$ cat src/rtl/round_robin_mux_arbiter_if.sv
// Bus between the round-robin arbiter and the requesters / mux select.
// Handshake: request[i] is a level. Requester i raises it and keeps it high
// for as long as it needs the shared resource. grant[i] high means that
// requester i owns the mux path in that cycle. Dropping request[i] releases
// ownership at the next rising edge. grant never has more than one bit set.
// grantValid mirrors |grant, and grantIndex is the binary form of grant.
interface round_robin_mux_arbiter_if #(
  parameter int INPUTS = 4
);
  logic [INPUTS-1:0] request;
  logic [INPUTS-1:0] grant;
  logic              grantValid;
  logic [2:0]        grantIndex;
  logic              timeoutError;
  logic [1:0]        dbg_state;

  // Arbiter side: samples requests and drives the grant outputs.
  modport master (
    input  request,
    output grant,
    output grantValid,
    output grantIndex,
    output timeoutError,
    output dbg_state
  );

  // Requester side: drives requests and observes the grant outputs.
  modport slave (
    output request,
    input  grant,
    input  grantValid,
    input  grantIndex,
    input  timeoutError,
    input  dbg_state
  );
endinterface

$ cat src/rtl/round_robin_mux_arbiter.sv
// Round-robin arbiter that produces a registered one-hot select for a shared
// mux. Ownership is held while the owner keeps requesting. Every release is
// followed by one grant-free cycle. An optional watchdog revokes a grant
// after TIMEOUT cycles and masks the owner until it drops its request.
module round_robin_mux_arbiter #(
  parameter int INPUTS  = 4,
  parameter int TIMEOUT = 0
) (
  input  logic clk,
  input  logic rst_n,
  round_robin_mux_arbiter_if.master bus
);

  localparam int          IW      = (INPUTS > 2) ? $clog2(INPUTS) : 1;
  localparam bit          WD_EN   = (TIMEOUT != 0);
  localparam logic [15:0] WD_LAST = WD_EN ? 16'(TIMEOUT - 1) : 16'd0;

  generate
    if (INPUTS < 2 || INPUTS > 8) begin : g_bad_inputs
      $error("round_robin_mux_arbiter: INPUTS must be in 2..8");
    end
    if (TIMEOUT < 0 || TIMEOUT > 65535) begin : g_bad_timeout
      $error("round_robin_mux_arbiter: TIMEOUT must be in 0..65535");
    end
  endgenerate

  typedef enum logic [1:0] {
    S_IDLE    = 2'd0,
    S_GRANTED = 2'd1,
    S_GAP     = 2'd2
  } state_t;

  state_t            state_q, state_d;
  logic [IW-1:0]     ptr_q, ptr_d;
  logic [IW-1:0]     owner_q, owner_d;
  logic [IW-1:0]     owner_wrap;
  logic [IW-1:0]     pick_idx;
  logic              pick_found;
  logic [15:0]       cnt_q, cnt_d;
  logic [INPUTS-1:0] mask_q, mask_d;
  logic [INPUTS-1:0] eligible;
  logic              owner_req;
  logic              wd_fire;

  logic [INPUTS-1:0] grant_q, grant_d;
  logic              grant_valid_q, grant_valid_d;
  logic [2:0]        grant_index_q, grant_index_d;
  logic              timeout_q, timeout_d;

  // Requesters that timed out stay out of arbitration until they let go.
  assign eligible   = bus.request & ~mask_q;
  assign owner_req  = bus.request[owner_q];
  assign owner_wrap = (owner_q == IW'(INPUTS - 1)) ? '0 : owner_q + IW'(1);
  // Fires on the edge that would start cycle TIMEOUT+1 of ownership; a
  // simultaneous request drop wins and is treated as a normal release.
  assign wd_fire    = WD_EN && owner_req && (cnt_q == WD_LAST);

  // Round-robin search: first eligible requester at or above the pointer, wrapping.
  always_comb begin
    pick_found = 1'b0;
    pick_idx   = '0;
    for (int k = 0; k < INPUTS; k++) begin
      if (!pick_found && eligible[(int'(ptr_q) + k) % INPUTS]) begin
        pick_found = 1'b1;
        pick_idx   = IW'((int'(ptr_q) + k) % INPUTS);
      end
    end
  end

  // State register plus registered outputs; reset clears the grant at once.
  always_ff @(posedge clk or negedge rst_n) begin
    if (!rst_n) begin
      state_q       <= S_IDLE;
      ptr_q         <= '0;
      owner_q       <= '0;
      cnt_q         <= '0;
      mask_q        <= '0;
      grant_q       <= '0;
      grant_valid_q <= 1'b0;
      grant_index_q <= '0;
      timeout_q     <= 1'b0;
    end else begin
      state_q       <= state_d;
      ptr_q         <= ptr_d;
      owner_q       <= owner_d;
      cnt_q         <= cnt_d;
      mask_q        <= mask_d;
      grant_q       <= grant_d;
      grant_valid_q <= grant_valid_d;
      grant_index_q <= grant_index_d;
      timeout_q     <= timeout_d;
    end
  end

  // Next-state logic. The GAP cycle is the grant-free cycle itself, so the
  // edge that closes it already arbitrates exactly as IDLE does.
  always_comb begin
    state_d = state_q;
    ptr_d   = ptr_q;
    owner_d = owner_q;
    cnt_d   = cnt_q;
    mask_d  = mask_q & bus.request;
    case (state_q)
      S_IDLE, S_GAP: begin
        cnt_d = '0;
        if (pick_found) begin
          state_d = S_GRANTED;
          owner_d = pick_idx;
        end else begin
          state_d = S_IDLE;
        end
      end
      S_GRANTED: begin
        cnt_d = (cnt_q == 16'hFFFF) ? cnt_q : cnt_q + 16'd1;
        if (!owner_req) begin
          state_d = S_GAP;
          ptr_d   = owner_wrap;
        end else if (wd_fire) begin
          state_d         = S_GAP;
          ptr_d           = owner_wrap;
          mask_d[owner_q] = 1'b1;
        end
      end
      default: begin
        state_d = S_IDLE;
      end
    endcase
  end

  // Output logic: values loaded into the output registers on the next edge.
  always_comb begin
    grant_d       = '0;
    grant_valid_d = 1'b0;
    grant_index_d = '0;
    timeout_d     = 1'b0;
    case (state_q)
      S_IDLE, S_GAP: begin
        if (pick_found) begin
          grant_d       = {{(INPUTS-1){1'b0}}, 1'b1} << pick_idx;
          grant_valid_d = 1'b1;
          grant_index_d = 3'(pick_idx);
        end
      end
      S_GRANTED: begin
        if (owner_req && wd_fire) begin
          timeout_d = 1'b1;
        end else if (owner_req) begin
          grant_d       = grant_q;
          grant_valid_d = 1'b1;
          grant_index_d = grant_index_q;
        end
      end
      default: begin
      end
    endcase
  end

  assign bus.grant        = grant_q;
  assign bus.grantValid   = grant_valid_q;
  assign bus.grantIndex   = grant_index_q;
  assign bus.timeoutError = timeout_q;
  assign bus.dbg_state    = state_q;

endmodule

$ cat src/flat_wrapper.sv
// flat-port wrapper written by rule: the top's interface ports become plain ports
module round_robin_mux_arbiter_flat 
#(
  parameter int INPUTS  = 4,
  parameter int TIMEOUT = 0
)
  (clk, rst_n, bus_request, bus_grant, bus_grantValid, bus_grantIndex, bus_timeoutError, bus_dbg_state);
  round_robin_mux_arbiter_if #(.INPUTS(INPUTS)) bus_i ();
  input  logic clk;
  input  logic rst_n;
  input wire logic [$bits(bus_i.request)-1:0] bus_request;
  output wire logic [$bits(bus_i.grant)-1:0] bus_grant;
  output wire logic [$bits(bus_i.grantValid)-1:0] bus_grantValid;
  output wire logic [$bits(bus_i.grantIndex)-1:0] bus_grantIndex;
  output wire logic [$bits(bus_i.timeoutError)-1:0] bus_timeoutError;
  output wire logic [$bits(bus_i.dbg_state)-1:0] bus_dbg_state;
  assign bus_i.request = bus_request;
  assign bus_grant = bus_i.grant;
  assign bus_grantValid = bus_i.grantValid;
  assign bus_grantIndex = bus_i.grantIndex;
  assign bus_timeoutError = bus_i.timeoutError;
  assign bus_dbg_state = bus_i.dbg_state;
  round_robin_mux_arbiter #(.INPUTS(INPUTS), .TIMEOUT(TIMEOUT)) u_core (.clk(clk), .rst_n(rst_n), .bus(bus_i));
endmodule
$ cat config.mk
export PLATFORM = sky130hd
export DESIGN_NAME = round_robin_mux_arbiter_flat
export DESIGN_NICKNAME = d
export VERILOG_FILES = /design/src/rtl/round_robin_mux_arbiter_if.sv /design/src/rtl/round_robin_mux_arbiter.sv /design/src/flat_wrapper.sv
export SDC_FILE = /design/constraint.sdc
export NUM_CORES = 1
export LEC_CHECK = 0
export ABC_AREA = 1
export CAP_MARGIN = 40
export CELL_PAD_IN_SITES_DETAIL_PLACEMENT = 1
export CELL_PAD_IN_SITES_GLOBAL_PLACEMENT = 1
export CORE_ASPECT_RATIO = 0.9
export CORE_MARGIN = 2
export CORE_UTILIZATION = 34
export CTS_CLUSTER_DIAMETER = 30
export CTS_CLUSTER_SIZE = 14
export DETAILED_ROUTE_END_ITERATION = 8
export GPL_TIMING_DRIVEN = 0
export PLACE_DENSITY_LB_ADDON = 0.1
export SLEW_MARGIN = 20
export SYNTH_ARGS = -nofsm -noshare
export SYNTH_HDL_FRONTEND = slang
export SYNTH_SLANG_ARGS = --single-unit
$ cat constraint.sdc
create_clock -name clk -period 1.6 [get_ports clk]
set_clock_uncertainty 0.15 [all_clocks]
set_input_delay 0.32 -clock clk [delete_from_list [all_inputs] [get_ports clk]]
set_output_delay 0.32 -clock clk [all_outputs]
set_load 0.02 [all_outputs]
==> flow_metrics.env <==
export IMPL_antenna_found_initial=0
export IMPL_dp_hpwl_um=1880
export IMPL_ys_ff_latch=17
export IMPL_firstDrtPassIters=4
export IMPL_core_um2=2790
export IMPL_setup_viol=10
export IMPL_clockBufferDepth=2
export IMPL_grt_max_degree=18
export IMPL_ys_seq_area_share_pct=42.0
export IMPL_final_core_util_pct=56.7
export IMPL_ant_nets=0
export IMPL_cts_sinks=17
export IMPL_status="complete, but fails checks"
export IMPL_via_count=990
export IMPL_period_needed_ns=1.72
export IMPL_final_cell_mix="31 x nand2_1, 16 x dfrtp_1, 14 x inv_1, 14 x nand2_4, 13 x dlygate4sd2_1"
export IMPL_cpMaxStageDelayCell="dfrtp_2"
export IMPL_cts_buffers=3
export IMPL_areaGrowthSynthToFinish_pct=56.3
export IMPL_ys_types=21
export IMPL_cp_slowest_stage_delay_ns=0.47
export IMPL_grt_pass1_wl_um=4860
export IMPL_final_common_cell="nand2_1"
export IMPL_path_common_cell="nand2_4"
export IMPL_antenna_cells=0
export IMPL_r2r_start="u_core.ptr_q[1]"
export IMPL_finalInstanceArea_um2=1580
export IMPL_htreeDepth=1
export IMPL_clk_latency_ns=0.30
export IMPL_die_w_um=61.6
export IMPL_r2r_end="u_core.owner_q[0]"
export IMPL_groute_usage_overall_pct=18.8
export IMPL_final_layout_size_suffix_gt1_share_pct=46.0
export IMPL_arrival_ns=1.83
export IMPL_grt_pass1_vias=1011
export IMPL_die_y_um=55.8
export IMPL_crit_fanout=7
export IMPL_violations="setup timing"
export IMPL_gp_congestion=0.812
export IMPL_worst_hold_path_type="in -> async"
export IMPL_irDropWorstVdd_mv=0.869
export IMPL_critPathLaunchType="flip-flop"
export IMPL_crit_buf_inv=2
export IMPL_placed_cells=188
export IMPL_io_buffers=14
export IMPL_total_power_mw=3.35
export IMPL_row_count=18
export IMPL_syn_area_um2=1010
export IMPL_hold_viol=0
export IMPL_fmax_ghz=0.580
export IMPL_instances_no_fill=201
export IMPL_rsz0062_at_grt="true"
export IMPL_via_per_inst=4.93
export IMPL_dpl_cell_area_um2=1210
export IMPL_clk_pin_slew_ns=0.10
export IMPL_reg2reg_setup_slack_ns=-0.12
export IMPL_syn_area_per_cell_um2=7.62
export IMPL_maxCapViolCount=0
export IMPL_worstSetupStartpoint="u_core.ptr_q[1]"
export IMPL_place_ws_ns=-0.497
export IMPL_wl_per_cell_um=15.5
export IMPL_nFillCells=338
export IMPL_first_iter_violations=43
export IMPL_critPathCaptureType="flip-flop"
export IMPL_cts_hold_fix_buffers=0
export IMPL_overflow=0
export IMPL_syn_inst=133
export IMPL_critPathKind="reg -> reg"
export IMPL_rr_worst_depth=11
export IMPL_finalMaxSlewViolations=0
export IMPL_final_setup_worst_slack_ns=-0.124
export IMPL_post_route_period_util_pct=108
export IMPL_critPathRequiredTime_ns=1.70
export IMPL_timing_hold_ws_ns=0.0843
export IMPL_die_area_um2=3430
export IMPL_p_leak_nw=0.815
export IMPL_ys_warn_count=0
export IMPL_cts_tree="done"
export IMPL_crit_chain="clkinv_4, nand2_1, nand2_4, nand3_4, nand2_4, nand4_1, nand2_2, nand2_4, inv_4, nand2_4, nand2_2"
export IMPL_power_density_nw_per_um2=2110
export IMPL_drcViolationCount=0
export IMPL_io_pins=17
export IMPL_wl_um=3110
export IMPL_start_util_pct=36.3
export IMPL_worst_path_dominant_cell_family="simple AND/OR/NAND/NOR gates"
export IMPL_nets=169
export IMPL_cts_root_buf="clkbuf_4"
export IMPL_tns_ns=-1.05
==> layer usage <==
| layer | wire length, um | vias to the layer above | track usage [%] |
|---|---|---|---|
| met4 | 131 | 0 | 6.38 |
| met2 | 1410 | 25 | 27.8 |
| met1 | 1470 | 486 | 27.6 |
| li1 | - | 469 | - |
| met3 | 97 | 10 | 3.02 |
| met5 | 0 | - | 0 |
==> worst max path at each step <==
| stage | cells after the start | to | slack [ns] |
|---|---|---|---|
| 3_5_place_dp | 8 | u_core.owner_q[1] | -0.50 |
| 5_1_grt | 11 | u_core.owner_q[0] | -0.22 |
| 2_1_floorplan | 11 | u_core.bus.grant[0] | 0.05 |
| 6_report | 11 | u_core.owner_q[0] | -0.12 |
| 4_1_cts | 10 | u_core.owner_q[1] | -0.12 |
| 3_3_place_gp | 8 | u_core.bus.grantIndex[1] | -0.46 |
==> cell families (layout without fill, tap and decap cells) <==
family / count (synthesis) / in the layout / share of synthesized area, %
compound gates: 7 / 7 / 4.44
fa+ha+maj: 1 / 1 / 1.23
flops: 17 / 17 / 42.0
simple gates: 85 / 85 / 41.9
buf+inv: 22 / 49 / 10.1
other cells: 1 / 2 / 0.370
==> where the power goes <==
| part | internal [mW] | leakage, nW | total (mW) | switching (mW) |
|---|---|---|---|---|
| registers | 0.574 | 0.219 | 0.679 | 0.105 |
| clock network | 0.0934 | 0.0177 | 0.242 | 0.148 |
| logic | 0.883 | 0.578 | 2.43 | 1.55 |
==> area by class of cell <==
cell class | count | area [um2] | share of cell area, %
buffer | 3 | 26.3 | 1.66
clock buffer | 3 | 22.5 | 1.42
clock inverter | 1 | 5.00 | 0.316
inverter | 19 | 91.3 | 5.77
multi-input combinational | 95 | 752 | 47.5
sequential | 17 | 427 | 26.9
tap | 40 | 50.0 | 3.16
timing repair buffer | 23 | 210 | 13.3
==> registers in the layout, summed over array words and instances, names as in the netlist <==
register / cells
u_core.bus.grantIndex: 2
u_core.bus.dbg_state: 2
u_core.ptr_q: 2
u_core.bus.grantValid: 1
u_core.mask_q: 4
u_core.owner_q: 2
u_core.bus.grant: 4
==> timing repair <==
action,CTS,global route
pin swaps,21,20
gates resized for setup,51,29
endpoints found under the setup margin,19,12
buffers inserted,6,2
==> worst register-to-register path, stage by stage, from the launching register on <==
cell and delay, ns:
dfrtp_2 0.47, clkinv_4 0.11, nand2_1 0.10, nand2_4 0.11, nand3_4 0.08, nand2_4 0.13, nand4_1 0.16, nand2_2 0.13
nand2_4 0.07, inv_4 0.06, nand2_4 0.05, nand2_2 0.07
==> synth_stat cells <==
library cell   n  area share, %
a21oi_1        2           0.99
buf_4          2            1.5
buf_6          1            1.1
conb_1         1           0.37
dfrtp_1       17             42
ha_1           1            1.2
inv_1         15            5.6
inv_2          3            1.1
inv_6          1           0.86
nand2_1       48             18
nand2_2        6            3.7
nand2_4        1            1.1
nand3_1       14            6.9
nand3_2        8            7.9
nand4_1        2            1.2
nor2_1         2           0.74
nor2_2         4            2.5
o21ai_0        1           0.49
o21ai_1        1           0.49
o21ai_2        2            1.7
o31ai_1        1           0.74
No activity file was read; power rests on OpenSTA's default activity.
